## config.mk

```make
export PLATFORM = sky130hd
export DESIGN_NAME = cdb_arbiter_flat
export DESIGN_NICKNAME = d
export VERILOG_FILES = /design/src/rtl/cdb_arbiter_if.sv /design/src/rtl/cdb_arbiter.sv /design/src/flat_wrapper.sv
export SDC_FILE = /design/constraint.sdc
export NUM_CORES = 1
export LEC_CHECK = 0
export ABC_AREA = 1
export BUFFER_PORTS_ARGS = -buffer_cell sky130_fd_sc_hd__buf_2
export CORE_AREA = 5 5 123 184
export CTS_BUF_LIST = sky130_fd_sc_hd__clkbuf_8
export DETAILED_ROUTE_END_ITERATION = 12
export DIE_AREA = 0 0 128 189
export PLACE_DENSITY_LB_ADDON = 0.1
export REMOVE_ABC_BUFFERS = 1
export SLEW_MARGIN = 20
export SYNTH_ARGS = -nofsm -noshare
export SYNTH_HDL_FRONTEND = slang
export SYNTH_SLANG_ARGS = --single-unit
export TNS_END_PERCENT = 20
```

## constraint.sdc

```tcl
create_clock -name clk -period 5.79 [get_ports clk]
set_input_delay 0 -clock clk [delete_from_list [all_inputs] [get_ports clk]]
set_output_delay 0 -clock clk [all_outputs]
set_load 0.1 [all_outputs]
```

## src/rtl/cdb_arbiter_if.sv

```systemverilog
// cdb_arbiter_if: producer results in, common data bus broadcast out
interface cdb_arbiter_if #(
  parameter int ROB_W = 4,
  parameter int DATA_W = 32
);
  logic rdy;
  logic [ROB_W-1:0] in_alu_pos;
  logic [DATA_W-1:0] in_alu_value;
  logic [ROB_W-1:0] in_lsb_pos;
  logic [DATA_W-1:0] in_lsb_value;
  logic in_lsb_io;
  logic in_rob_xbp;
  logic out_alu_full;
  logic out_lsb_full;
  logic [ROB_W-1:0] out_cdb_pos;
  logic [DATA_W-1:0] out_cdb_value;
  logic out_cdb_io;
  logic out_cdb_src;
  logic out_overflow;
  modport master (
    output rdy, in_alu_pos, in_alu_value, in_lsb_pos, in_lsb_value, in_lsb_io, in_rob_xbp,
    input out_alu_full, out_lsb_full, out_cdb_pos, out_cdb_value, out_cdb_io, out_cdb_src, out_overflow
  );
  modport slave (
    input rdy, in_alu_pos, in_alu_value, in_lsb_pos, in_lsb_value, in_lsb_io, in_rob_xbp,
    output out_alu_full, out_lsb_full, out_cdb_pos, out_cdb_value, out_cdb_io, out_cdb_src, out_overflow
  );
endinterface

```

## src/rtl/cdb_arbiter.sv

```systemverilog
// cdb_arbiter: round-robin sharing of the CDB between ALU and LSB with per-source skid FIFOs
module cdb_arbiter #(
  parameter int ROB_W = 4,
  parameter int DATA_W = 32,
  parameter int DEPTH = 2
) (
  input logic clk,
  input logic rst,
  cdb_arbiter_if.slave bus
);
  localparam int PW = $clog2(DEPTH);
  localparam int CW = PW + 1;
  localparam logic [CW-1:0] FULL = CW'(DEPTH);
  logic [ROB_W-1:0] alu_pos_m [DEPTH];
  logic [DATA_W-1:0] alu_val_m [DEPTH];
  logic [ROB_W-1:0] lsb_pos_m [DEPTH];
  logic [DATA_W-1:0] lsb_val_m [DEPTH];
  logic lsb_io_m [DEPTH];
  logic [PW-1:0] alu_rd, alu_wr, lsb_rd, lsb_wr;
  logic [CW-1:0] alu_cnt, lsb_cnt;
  logic last_lsb;
  logic flush, alu_ne, lsb_ne, alu_in, lsb_in, alu_cand, lsb_cand, gnt_alu, gnt_lsb;
  logic alu_deq, lsb_deq, alu_enq, lsb_enq, alu_ok, lsb_ok, alu_wen, lsb_wen, drop;
  logic [ROB_W-1:0] cand_pos;
  logic [DATA_W-1:0] cand_val;
  logic cand_io;
  assign flush = bus.in_rob_xbp;
  assign alu_ne = alu_cnt != '0;
  assign lsb_ne = lsb_cnt != '0;
  assign alu_in = bus.in_alu_pos != '0;
  assign lsb_in = bus.in_lsb_pos != '0;
  assign alu_cand = alu_ne | alu_in;
  assign lsb_cand = lsb_ne | lsb_in;
  // on contention the source that did not win last time goes first
  assign gnt_lsb = !flush & lsb_cand & (!alu_cand | !last_lsb);
  assign gnt_alu = !flush & alu_cand & !gnt_lsb;
  assign alu_deq = gnt_alu & alu_ne;
  assign lsb_deq = gnt_lsb & lsb_ne;
  assign alu_enq = !flush & alu_in & !(gnt_alu & !alu_ne);
  assign lsb_enq = !flush & lsb_in & !(gnt_lsb & !lsb_ne);
  assign alu_ok = alu_cnt != FULL | alu_deq;
  assign lsb_ok = lsb_cnt != FULL | lsb_deq;
  assign alu_wen = alu_enq & alu_ok;
  assign lsb_wen = lsb_enq & lsb_ok;
  assign drop = (alu_enq & !alu_ok) | (lsb_enq & !lsb_ok);
  assign cand_pos = gnt_lsb ? (lsb_ne ? lsb_pos_m[lsb_rd] : bus.in_lsb_pos)
                            : (alu_ne ? alu_pos_m[alu_rd] : bus.in_alu_pos);
  assign cand_val = gnt_lsb ? (lsb_ne ? lsb_val_m[lsb_rd] : bus.in_lsb_value)
                            : (alu_ne ? alu_val_m[alu_rd] : bus.in_alu_value);
  assign cand_io = gnt_lsb & (lsb_ne ? lsb_io_m[lsb_rd] : bus.in_lsb_io);
  assign bus.out_alu_full = alu_cnt == FULL;
  assign bus.out_lsb_full = lsb_cnt == FULL;
  always_ff @(posedge clk or posedge rst)
    if (rst) begin
      alu_rd <= '0;
      alu_wr <= '0;
      alu_cnt <= '0;
      lsb_rd <= '0;
      lsb_wr <= '0;
      lsb_cnt <= '0;
      last_lsb <= 1'b1;
      bus.out_cdb_pos <= '0;
      bus.out_cdb_value <= '0;
      bus.out_cdb_io <= 1'b0;
      bus.out_cdb_src <= 1'b0;
      bus.out_overflow <= 1'b0;
    end else if (bus.rdy) begin
      alu_rd <= flush ? '0 : alu_rd + PW'(alu_deq);
      alu_wr <= flush ? '0 : alu_wr + PW'(alu_wen);
      alu_cnt <= flush ? '0 : alu_cnt + CW'(alu_wen) - CW'(alu_deq);
      lsb_rd <= flush ? '0 : lsb_rd + PW'(lsb_deq);
      lsb_wr <= flush ? '0 : lsb_wr + PW'(lsb_wen);
      lsb_cnt <= flush ? '0 : lsb_cnt + CW'(lsb_wen) - CW'(lsb_deq);
      if (gnt_alu | gnt_lsb) last_lsb <= gnt_lsb;
      bus.out_cdb_pos <= (gnt_alu | gnt_lsb) ? cand_pos : '0;
      bus.out_cdb_value <= cand_val;
      bus.out_cdb_io <= cand_io;
      bus.out_cdb_src <= gnt_lsb;
      if (drop) bus.out_overflow <= 1'b1;
    end
  always_ff @(posedge clk)
    if (bus.rdy) begin
      if (alu_wen) begin
        alu_pos_m[alu_wr] <= bus.in_alu_pos;
        alu_val_m[alu_wr] <= bus.in_alu_value;
      end
      if (lsb_wen) begin
        lsb_pos_m[lsb_wr] <= bus.in_lsb_pos;
        lsb_val_m[lsb_wr] <= bus.in_lsb_value;
        lsb_io_m[lsb_wr] <= bus.in_lsb_io;
      end
    end
endmodule

```

## src/flat_wrapper.sv

```systemverilog
// flat-port wrapper written by rule: the top's interface ports become plain ports
module cdb_arbiter_flat 
#(
  parameter int ROB_W = 4,
  parameter int DATA_W = 32,
  parameter int DEPTH = 2
)
  (clk, rst, bus_rdy, bus_in_alu_pos, bus_in_alu_value, bus_in_lsb_pos, bus_in_lsb_value, bus_in_lsb_io, bus_in_rob_xbp, bus_out_alu_full, bus_out_lsb_full, bus_out_cdb_pos, bus_out_cdb_value, bus_out_cdb_io, bus_out_cdb_src, bus_out_overflow);
  cdb_arbiter_if #(.ROB_W(ROB_W), .DATA_W(DATA_W)) bus_i ();
  input logic clk;
  input logic rst;
  input wire logic [$bits(bus_i.rdy)-1:0] bus_rdy;
  input wire logic [$bits(bus_i.in_alu_pos)-1:0] bus_in_alu_pos;
  input wire logic [$bits(bus_i.in_alu_value)-1:0] bus_in_alu_value;
  input wire logic [$bits(bus_i.in_lsb_pos)-1:0] bus_in_lsb_pos;
  input wire logic [$bits(bus_i.in_lsb_value)-1:0] bus_in_lsb_value;
  input wire logic [$bits(bus_i.in_lsb_io)-1:0] bus_in_lsb_io;
  input wire logic [$bits(bus_i.in_rob_xbp)-1:0] bus_in_rob_xbp;
  output wire logic [$bits(bus_i.out_alu_full)-1:0] bus_out_alu_full;
  output wire logic [$bits(bus_i.out_lsb_full)-1:0] bus_out_lsb_full;
  output wire logic [$bits(bus_i.out_cdb_pos)-1:0] bus_out_cdb_pos;
  output wire logic [$bits(bus_i.out_cdb_value)-1:0] bus_out_cdb_value;
  output wire logic [$bits(bus_i.out_cdb_io)-1:0] bus_out_cdb_io;
  output wire logic [$bits(bus_i.out_cdb_src)-1:0] bus_out_cdb_src;
  output wire logic [$bits(bus_i.out_overflow)-1:0] bus_out_overflow;
  assign bus_i.rdy = bus_rdy;
  assign bus_i.in_alu_pos = bus_in_alu_pos;
  assign bus_i.in_alu_value = bus_in_alu_value;
  assign bus_i.in_lsb_pos = bus_in_lsb_pos;
  assign bus_i.in_lsb_value = bus_in_lsb_value;
  assign bus_i.in_lsb_io = bus_in_lsb_io;
  assign bus_i.in_rob_xbp = bus_in_rob_xbp;
  assign bus_out_alu_full = bus_i.out_alu_full;
  assign bus_out_lsb_full = bus_i.out_lsb_full;
  assign bus_out_cdb_pos = bus_i.out_cdb_pos;
  assign bus_out_cdb_value = bus_i.out_cdb_value;
  assign bus_out_cdb_io = bus_i.out_cdb_io;
  assign bus_out_cdb_src = bus_i.out_cdb_src;
  assign bus_out_overflow = bus_i.out_overflow;
  cdb_arbiter #(.ROB_W(ROB_W), .DATA_W(DATA_W), .DEPTH(DEPTH)) u_core (.clk(clk), .rst(rst), .bus(bus_i));
endmodule
```

=== Yosys cells after proc, flatten, opt, wreduce, memory -nomap -nowiden ===
Memories as Yosys holds them, arrays and structs flattened.
Cells that the tools add are included.
Widths: inputs -> output; s select.

* Output and inout bits: 41
* Memories kept: 5
* Bits in registers: 48
* Logic and storage cells: 89
* Bits in writable memories: 146
* Input bits: 77

{| class="wikitable"
|+ Memory list
! memory !! depth !! width !! read ports !! clocked after memory_dff !! write ports !! line !! source
|-
| u_core.alu_val_m || 2 || 32 || 1 || 0 || 1 || cdb_arbiter.sv:15 || <nowiki>logic [DATA_W-1:0] alu_val_m [DEPTH];</nowiki>
|-
| u_core.lsb_val_m || 2 || 32 || 1 || 0 || 1 || cdb_arbiter.sv:17 || <nowiki>logic [DATA_W-1:0] lsb_val_m [DEPTH];</nowiki>
|-
| u_core.alu_pos_m || 2 || 4 || 1 || 0 || 1 || cdb_arbiter.sv:14 || <nowiki>logic [ROB_W-1:0] alu_pos_m [DEPTH];</nowiki>
|-
| u_core.lsb_pos_m || 2 || 4 || 1 || 0 || 1 || cdb_arbiter.sv:16 || <nowiki>logic [ROB_W-1:0] lsb_pos_m [DEPTH];</nowiki>
|-
| u_core.lsb_io_m || 2 || 1 || 1 || 0 || 1 || cdb_arbiter.sv:18 || <nowiki>logic lsb_io_m [DEPTH];</nowiki>
|}

* Bitwise gates (word level): 24
* Add/sub/neg operators: 8
* Reductions and logical operators: 16
* Equality and inequality tests: 4
* Multiplexer cells: 20

{| class="wikitable"
|+ Operators by type and width
! operator !! count
|-
| $mux 32 || 3
|-
| $and 1x1->1 || 17
|-
| $mux 4 || 4
|-
| $mux 1 || 11
|-
| $logic_not 1->1 || 10
|-
| $reduce_bool 4->1 || 2
|-
| $or 1x1->1 || 7
|-
| $add 1x1->1 || 4
|-
| $add 2x1->2 || 2
|-
| $eq 2x2->1 const B || 2
|-
| $mux 2 || 2
|-
| $ne 2x2->1 const B || 2
|-
| $reduce_and 2->1 || 2
|-
| $reduce_bool 2->1 || 2
|-
| $sub 2x1->2 || 2
|}

=== Longest topological paths before layout ===
* Depth after elaboration: 14
* Depth in mapped cells: 12
* Depth with buffers taken out: 12

=== Least setup slack after synthesis ===
Ideal clock, no wire load.

* Path type: reg-to-reg
* From: register u_core.lsb_cnt[1]
* To: memory u_core.lsb_io_m[1] (enable)
* Slack: 2.529 ns
* Period minus slack after synthesis: 3.261 ns
* Arrival: 2.828 ns
* Path buffers: 0
* Stages on the path, launching flop included: 8
* Data required time: 5.357 ns
* Path through: dfrtp_1 inv_2 nor2_1 nand2_1 nand2_1 inv_2 nand2_1 nor2_1

* Longest elaborated chain between the ends: 11
* Elaborated cells on any way between the ends: 15
* Those cells by class: eq/ne: 1; mux: 3; bitwise: 8; reduce/logical: 3

{| class="wikitable"
|+ Ends and longest elaborated chain
! item !! line !! source
|-
| start, declared || cdb_arbiter.sv:20 || <nowiki>logic [CW-1:0] alu_cnt, lsb_cnt;</nowiki>
|-
| start signal, assigned || cdb_arbiter.sv:73 || <nowiki>lsb_cnt <= flush ? '0 : lsb_cnt + CW'(lsb_wen) - CW'(lsb_deq);</nowiki>
|-
| $reduce_bool 2->1 || cdb_arbiter.sv:29 || <nowiki>assign lsb_ne = lsb_cnt != '0;</nowiki>
|-
| $or 1x1->1 || cdb_arbiter.sv:33 || <nowiki>assign lsb_cand = lsb_ne | lsb_in;</nowiki>
|-
| $and 1x1->1 (2 in series) || cdb_arbiter.sv:35 || <nowiki>assign gnt_lsb = !flush & lsb_cand & (!alu_cand | !last_lsb);</nowiki>
|-
| $and 1x1->1 || cdb_arbiter.sv:40 || <nowiki>assign lsb_enq = !flush & lsb_in & !(gnt_lsb & !lsb_ne);</nowiki>
|-
| $logic_not 1->1 || cdb_arbiter.sv:40 ||
|-
| $and 1x1->1 || cdb_arbiter.sv:40 ||
|-
| $and 1x1->1 * || cdb_arbiter.sv:44 || <nowiki>assign lsb_wen = lsb_enq & lsb_ok;</nowiki>
|-
| $mux 1 * || cdb_arbiter.sv:87 || <nowiki>if (lsb_wen) begin</nowiki>
|-
| $mux 1 * || cdb_arbiter.sv:82 || <nowiki>if (bus.rdy) begin</nowiki>
|-
| $mux 1 (not written as such) * || cdb_arbiter.sv:90 || <nowiki>lsb_io_m[lsb_wr] <= bus.in_lsb_io;</nowiki>
|-
| end, declared || cdb_arbiter.sv:18 ||
|}

Every way passes the cells marked *; elsewhere a longest branch is shown, timed or not.

=== Final worst setup path ===
* From: register u_core.alu_cnt[1]
* To: memory u_core.alu_val_m[0][3] (enable)

* Longest elaborated chain between the ends: 14
* Elaborated cells on any way between the ends: 19
* Those cells by class: eq/ne: 1; mux: 3; bitwise: 10; reduce/logical: 5

{| class="wikitable"
|+ Ends and longest elaborated chain
! item !! line !! source
|-
| start, declared || cdb_arbiter.sv:20 ||
|-
| start signal, assigned || cdb_arbiter.sv:70 || <nowiki>alu_cnt <= flush ? '0 : alu_cnt + CW'(alu_wen) - CW'(alu_deq);</nowiki>
|-
| $reduce_bool 2->1 || cdb_arbiter.sv:28 || <nowiki>assign alu_ne = alu_cnt != '0;</nowiki>
|-
| $or 1x1->1 || cdb_arbiter.sv:32 || <nowiki>assign alu_cand = alu_ne | alu_in;</nowiki>
|-
| $logic_not 1->1 || cdb_arbiter.sv:35 ||
|-
| $or 1x1->1 || cdb_arbiter.sv:35 ||
|-
| $and 1x1->1 || cdb_arbiter.sv:35 ||
|-
| $logic_not 1->1 || cdb_arbiter.sv:36 || <nowiki>assign gnt_alu = !flush & alu_cand & !gnt_lsb;</nowiki>
|-
| $and 1x1->1 || cdb_arbiter.sv:36 ||
|-
| $and 1x1->1 || cdb_arbiter.sv:39 || <nowiki>assign alu_enq = !flush & alu_in & !(gnt_alu & !alu_ne);</nowiki>
|-
| $logic_not 1->1 || cdb_arbiter.sv:39 ||
|-
| $and 1x1->1 || cdb_arbiter.sv:39 ||
|-
| $and 1x1->1 * || cdb_arbiter.sv:43 || <nowiki>assign alu_wen = alu_enq & alu_ok;</nowiki>
|-
| $mux 1 * || cdb_arbiter.sv:83 || <nowiki>if (alu_wen) begin</nowiki>
|-
| $mux 1 * || cdb_arbiter.sv:82 ||
|-
| $mux 1 (not written as such) * || cdb_arbiter.sv:85 || <nowiki>alu_val_m[alu_wr] <= bus.in_alu_value;</nowiki>
|-
| end, declared || cdb_arbiter.sv:15 ||
|}

Marks and branches as above.

==> impl_metrics.py <==
metrics = {
    "detailed_routing": {
        "ant_nets": 0,
        "first_pass_iters": 5,
        "wl_per_cell_um": 18.1,
        "vias": 6035,
        "drtIter0Drc": 363,
        "via_per_inst": 5.07,
        "drc": 0,
        "drt-total-wl_mm": 21.6,
    },
    "layout": {
        "n_antenna_cell": 0,
        "fin_util": 0.486,
        "nets": 991,
        "areaGrowthSynthToFinish_pct": 23.9,
        "stdcell_count": 1191,
        "drive_above_1_share": 0.202,
    },
    "synthesis": {
        "async_flop_share": 0.247,
        "synthAdderAreaFrac": 0.00612,
        "synth_warnings": 0,
        "synth-xor-area-share": 0.00428,
        "syn-mean-instance-area_um2": 11.1,
        "yosys-top-cells-count": "232 x nand2_1, 146 x edfxtp_1, 56 x nor2_1",
        "synthSimpleGateAreaFrac": 0.175,
        "post-synth-top-area-cell": "edfxtp_1",
        "synth_area_um2": 8180,
        "synth_compound_area_frac": 0.0906,
        "synth_seq_area_share": 0.683,
        "synth_top_area_frac": 0.536,
        "synth_mux_area_frac": 0.00122,
        "ys.flop_type": "edfxtp_1",
        "synth_area_leaders": "edfxtp_1 54%, dfrtp_1 14%, nand2_1 11%",
        "ys_ff_latch": 194,
        "yosys.cell_count.top_type": "nand2_1",
        "synth_top_family_by_area": "simple AND/OR/NAND/NOR gates",
        "syn_inst": 734,
        "synth_cell_type_count": 32,
        "synth_edf_count": 146,
    },
    "worst_setup_path": {
        "worstSetupPathType": "flop to flop",
        "critical_path_required_ns": 5.97,
        "arrival_ns": 2.93,
        "worstPathCellList": "nor2_4, nand3_2, nand2_2, nand2_4, a21oi_2, nand3_2, nor2_4, buf_16",
        "cp_max_fo": 41,
        "critical-path-max-stage-delay_ns": 0.49,
        "startpoint_type": "flop",
        "critPathSlowestCell": "nor2_4",
        "rr_worst_depth": 8,
        "endpoint_kind": "flop",
    },
    "cts": {
        "h-tree-depth": 4,
        "clk_latency_ns": 0.47,
        "cts_buffers": 17,
        "post-cts-setup-buffer-count": 0,
        "cts-root-buf": "clkbuf_8",
        "cts_hold_buf": 75,
        "clkTransAtPathRegs_ns": 0.09,
        "cts_tree": "built",
        "cts.sinks": 194,
        "cts_buffer_depth": 2,
        "postCtsResizedCells": 0,
    },
    "sta": {
        "slew_headroom": 0.382,
        "finalCritPeriodShare": 0.476,
        "skew_ns": 0.0164,
        "min_period_ns": 2.76,
        "fin_setup_tns_ns": 0,
        "setup_viol": 0,
        "max_freq_mhz": 363,
        "final_max_slew_viol_count": 0,
        "hold_viol_final": 0,
        "rsz0062_at_grt": "no",
        "timing.hold.ws_ns": 0.0504,
        "tightest_slew_ns": 0.925,
    },
    "grt": {
        "grt_pass1_vias": 6098,
        "overflow": 0,
        "track_usage": 0.180,
        "grt_max_degree": 70,
        "antenna_found_initial": 0,
        "grt_pass1_wl_mm": 33.6,
    },
    "run": {
        "max_cap_viol_count": 0,
    },
    "place": {
        "place_inst": 1082,
        "dp_hpwl_mm": 13.2,
        "portBuffers": 117,
        "gp_congestion": 0.797,
    },
    "power_and_ir_drop": {
        "ir_drop_mv": 0.278,
        "p_leak_nw": 3.97,
        "powerDensity_nw_per_um2": 529,
    },
    "floorplan": {
        "start_util": 0.393,
        "chipWidth_um": 128,
        "core_um2": 20800,
        "num_rows": 65,
        "dieHeight_um": 189,
        "die_area_um2": 24200,
        "design.portCount": 118,
    },
    "hold_path": {
        "hold_class": "input pin to asynchronous set/reset pin",
    },
    "status": {
        "status": "finished, final reports clean",
    },
}
## area by class of cell
cell class                      instances  area, um^2
Multi-Input combinational cell        474        2290
Tap cell                              268         335
Fill cell                            1989       10700
Sequential cell                       194        5590
Inverter                               25        96.3
Clock buffer                           20         275
Timing Repair Buffer                  198        1410
Clock inverter                         12         124
## kinds of logic (layout without fill, tap and decap cells)
logic type	after synthesis	count (layout)
and+or+nand+nor	346	346
DFF	194	194
AOI/OAI and AO/OA	119	119
buffers and inverters	66	255
adders and majority gates	4	4
xor gates and xnor gates	4	4
muxes	1	1
## state kept, by name, indices dropped and copies added (netlist names)
name and cells:
u_core.alu_cnt 2, u_core.alu_pos_m 8, u_core.alu_rd 1, u_core.alu_val_m 64, u_core.alu_wr 1, u_core.bus.out_cdb_io 1, u_core.bus.out_cdb_pos 4, u_core.bus.out_cdb_src 1
u_core.bus.out_cdb_value 32, u_core.bus.out_overflow 1, u_core.last_lsb 1, u_core.lsb_cnt 2, u_core.lsb_io_m 2, u_core.lsb_pos_m 8, u_core.lsb_rd 1, u_core.lsb_val_m 64
u_core.lsb_wr 1
## critical path: cells and delay by family (launching register included)
kind	cells	cell delay [ns]
buffers and inverters	1	0.24
AOI/OAI and AO/OA	1	0.31
and+or+nand+nor	6	1.45
DFF	1	0.44
## metal layers
layer,track usage,share of wire,vias to the layer above
met1,0.221,0.41,2935
met3,0.0344,0.049,22
met5,0,0,-
li1,-,-,2916
met4,0.0576,0.019,0
met2,0.317,0.52,162
## layout by cell type, fill, tap and decap left out, drive strengths merged
cell type,count
clkbuf,20
dfstp,1
dlygate4sd3,75
clkinv,5
o211ai,38
clkinvlp,2
o21ai,11
or2,4
ha,4
buf,123
a21oi,36
mux2i,1
xnor2,2
dfrtp,47
xor2,2
nand2,237
bufinv,1
a31oi,32
edfxtp,146
nor2,60
inv,29
nand3,45
o22ai,2
## metrics by stage
stage                     setup slack, ns  instance area (um^2)  total power, mW
after floorplan                      2.45                  7950             3.85
after global routing                 2.84                 10100             5.66
after CTS                            2.70                 10100             5.41
final                                3.03                 10100             5.36
after global placement               2.80                  8930             4.45
after detailed placement             2.71                  8930             4.48
## worst paths after layout
path,from,end,slack [ns]
min in group clk,bus_rdy,u_core.alu_rd$_DFFE_PP0P_,0.17
max reg2reg,u_core.alu_cnt[1]$_DFFE_PP0P_,u_core.alu_val_m[0][3]$_DFFE_PP_,3.03
max in group asynchronous,rst,u_core.last_lsb$_DFFE_PP1P_,4.83
max,u_core.alu_cnt[1]$_DFFE_PP0P_,u_core.alu_val_m[0][3]$_DFFE_PP_,3.03
min reg2reg,u_core.bus.out_overflow$_DFFE_PP0P_,u_core.bus.out_overflow$_DFFE_PP0P_,0.47
min,rst,u_core.bus.out_cdb_value[26]$_DFFE_PP0P_,0.05
## power by group
group / internal, mW / total (mW) / switching, mW
combinational: 0.519 / 2.49 / 1.97
clock: 0.386 / 0.886 / 0.500
sequential: 1.80 / 1.99 / 0.193
total: 2.70 / 5.36 / 2.66
Note: power is estimated with default switching activity, not from simulation.
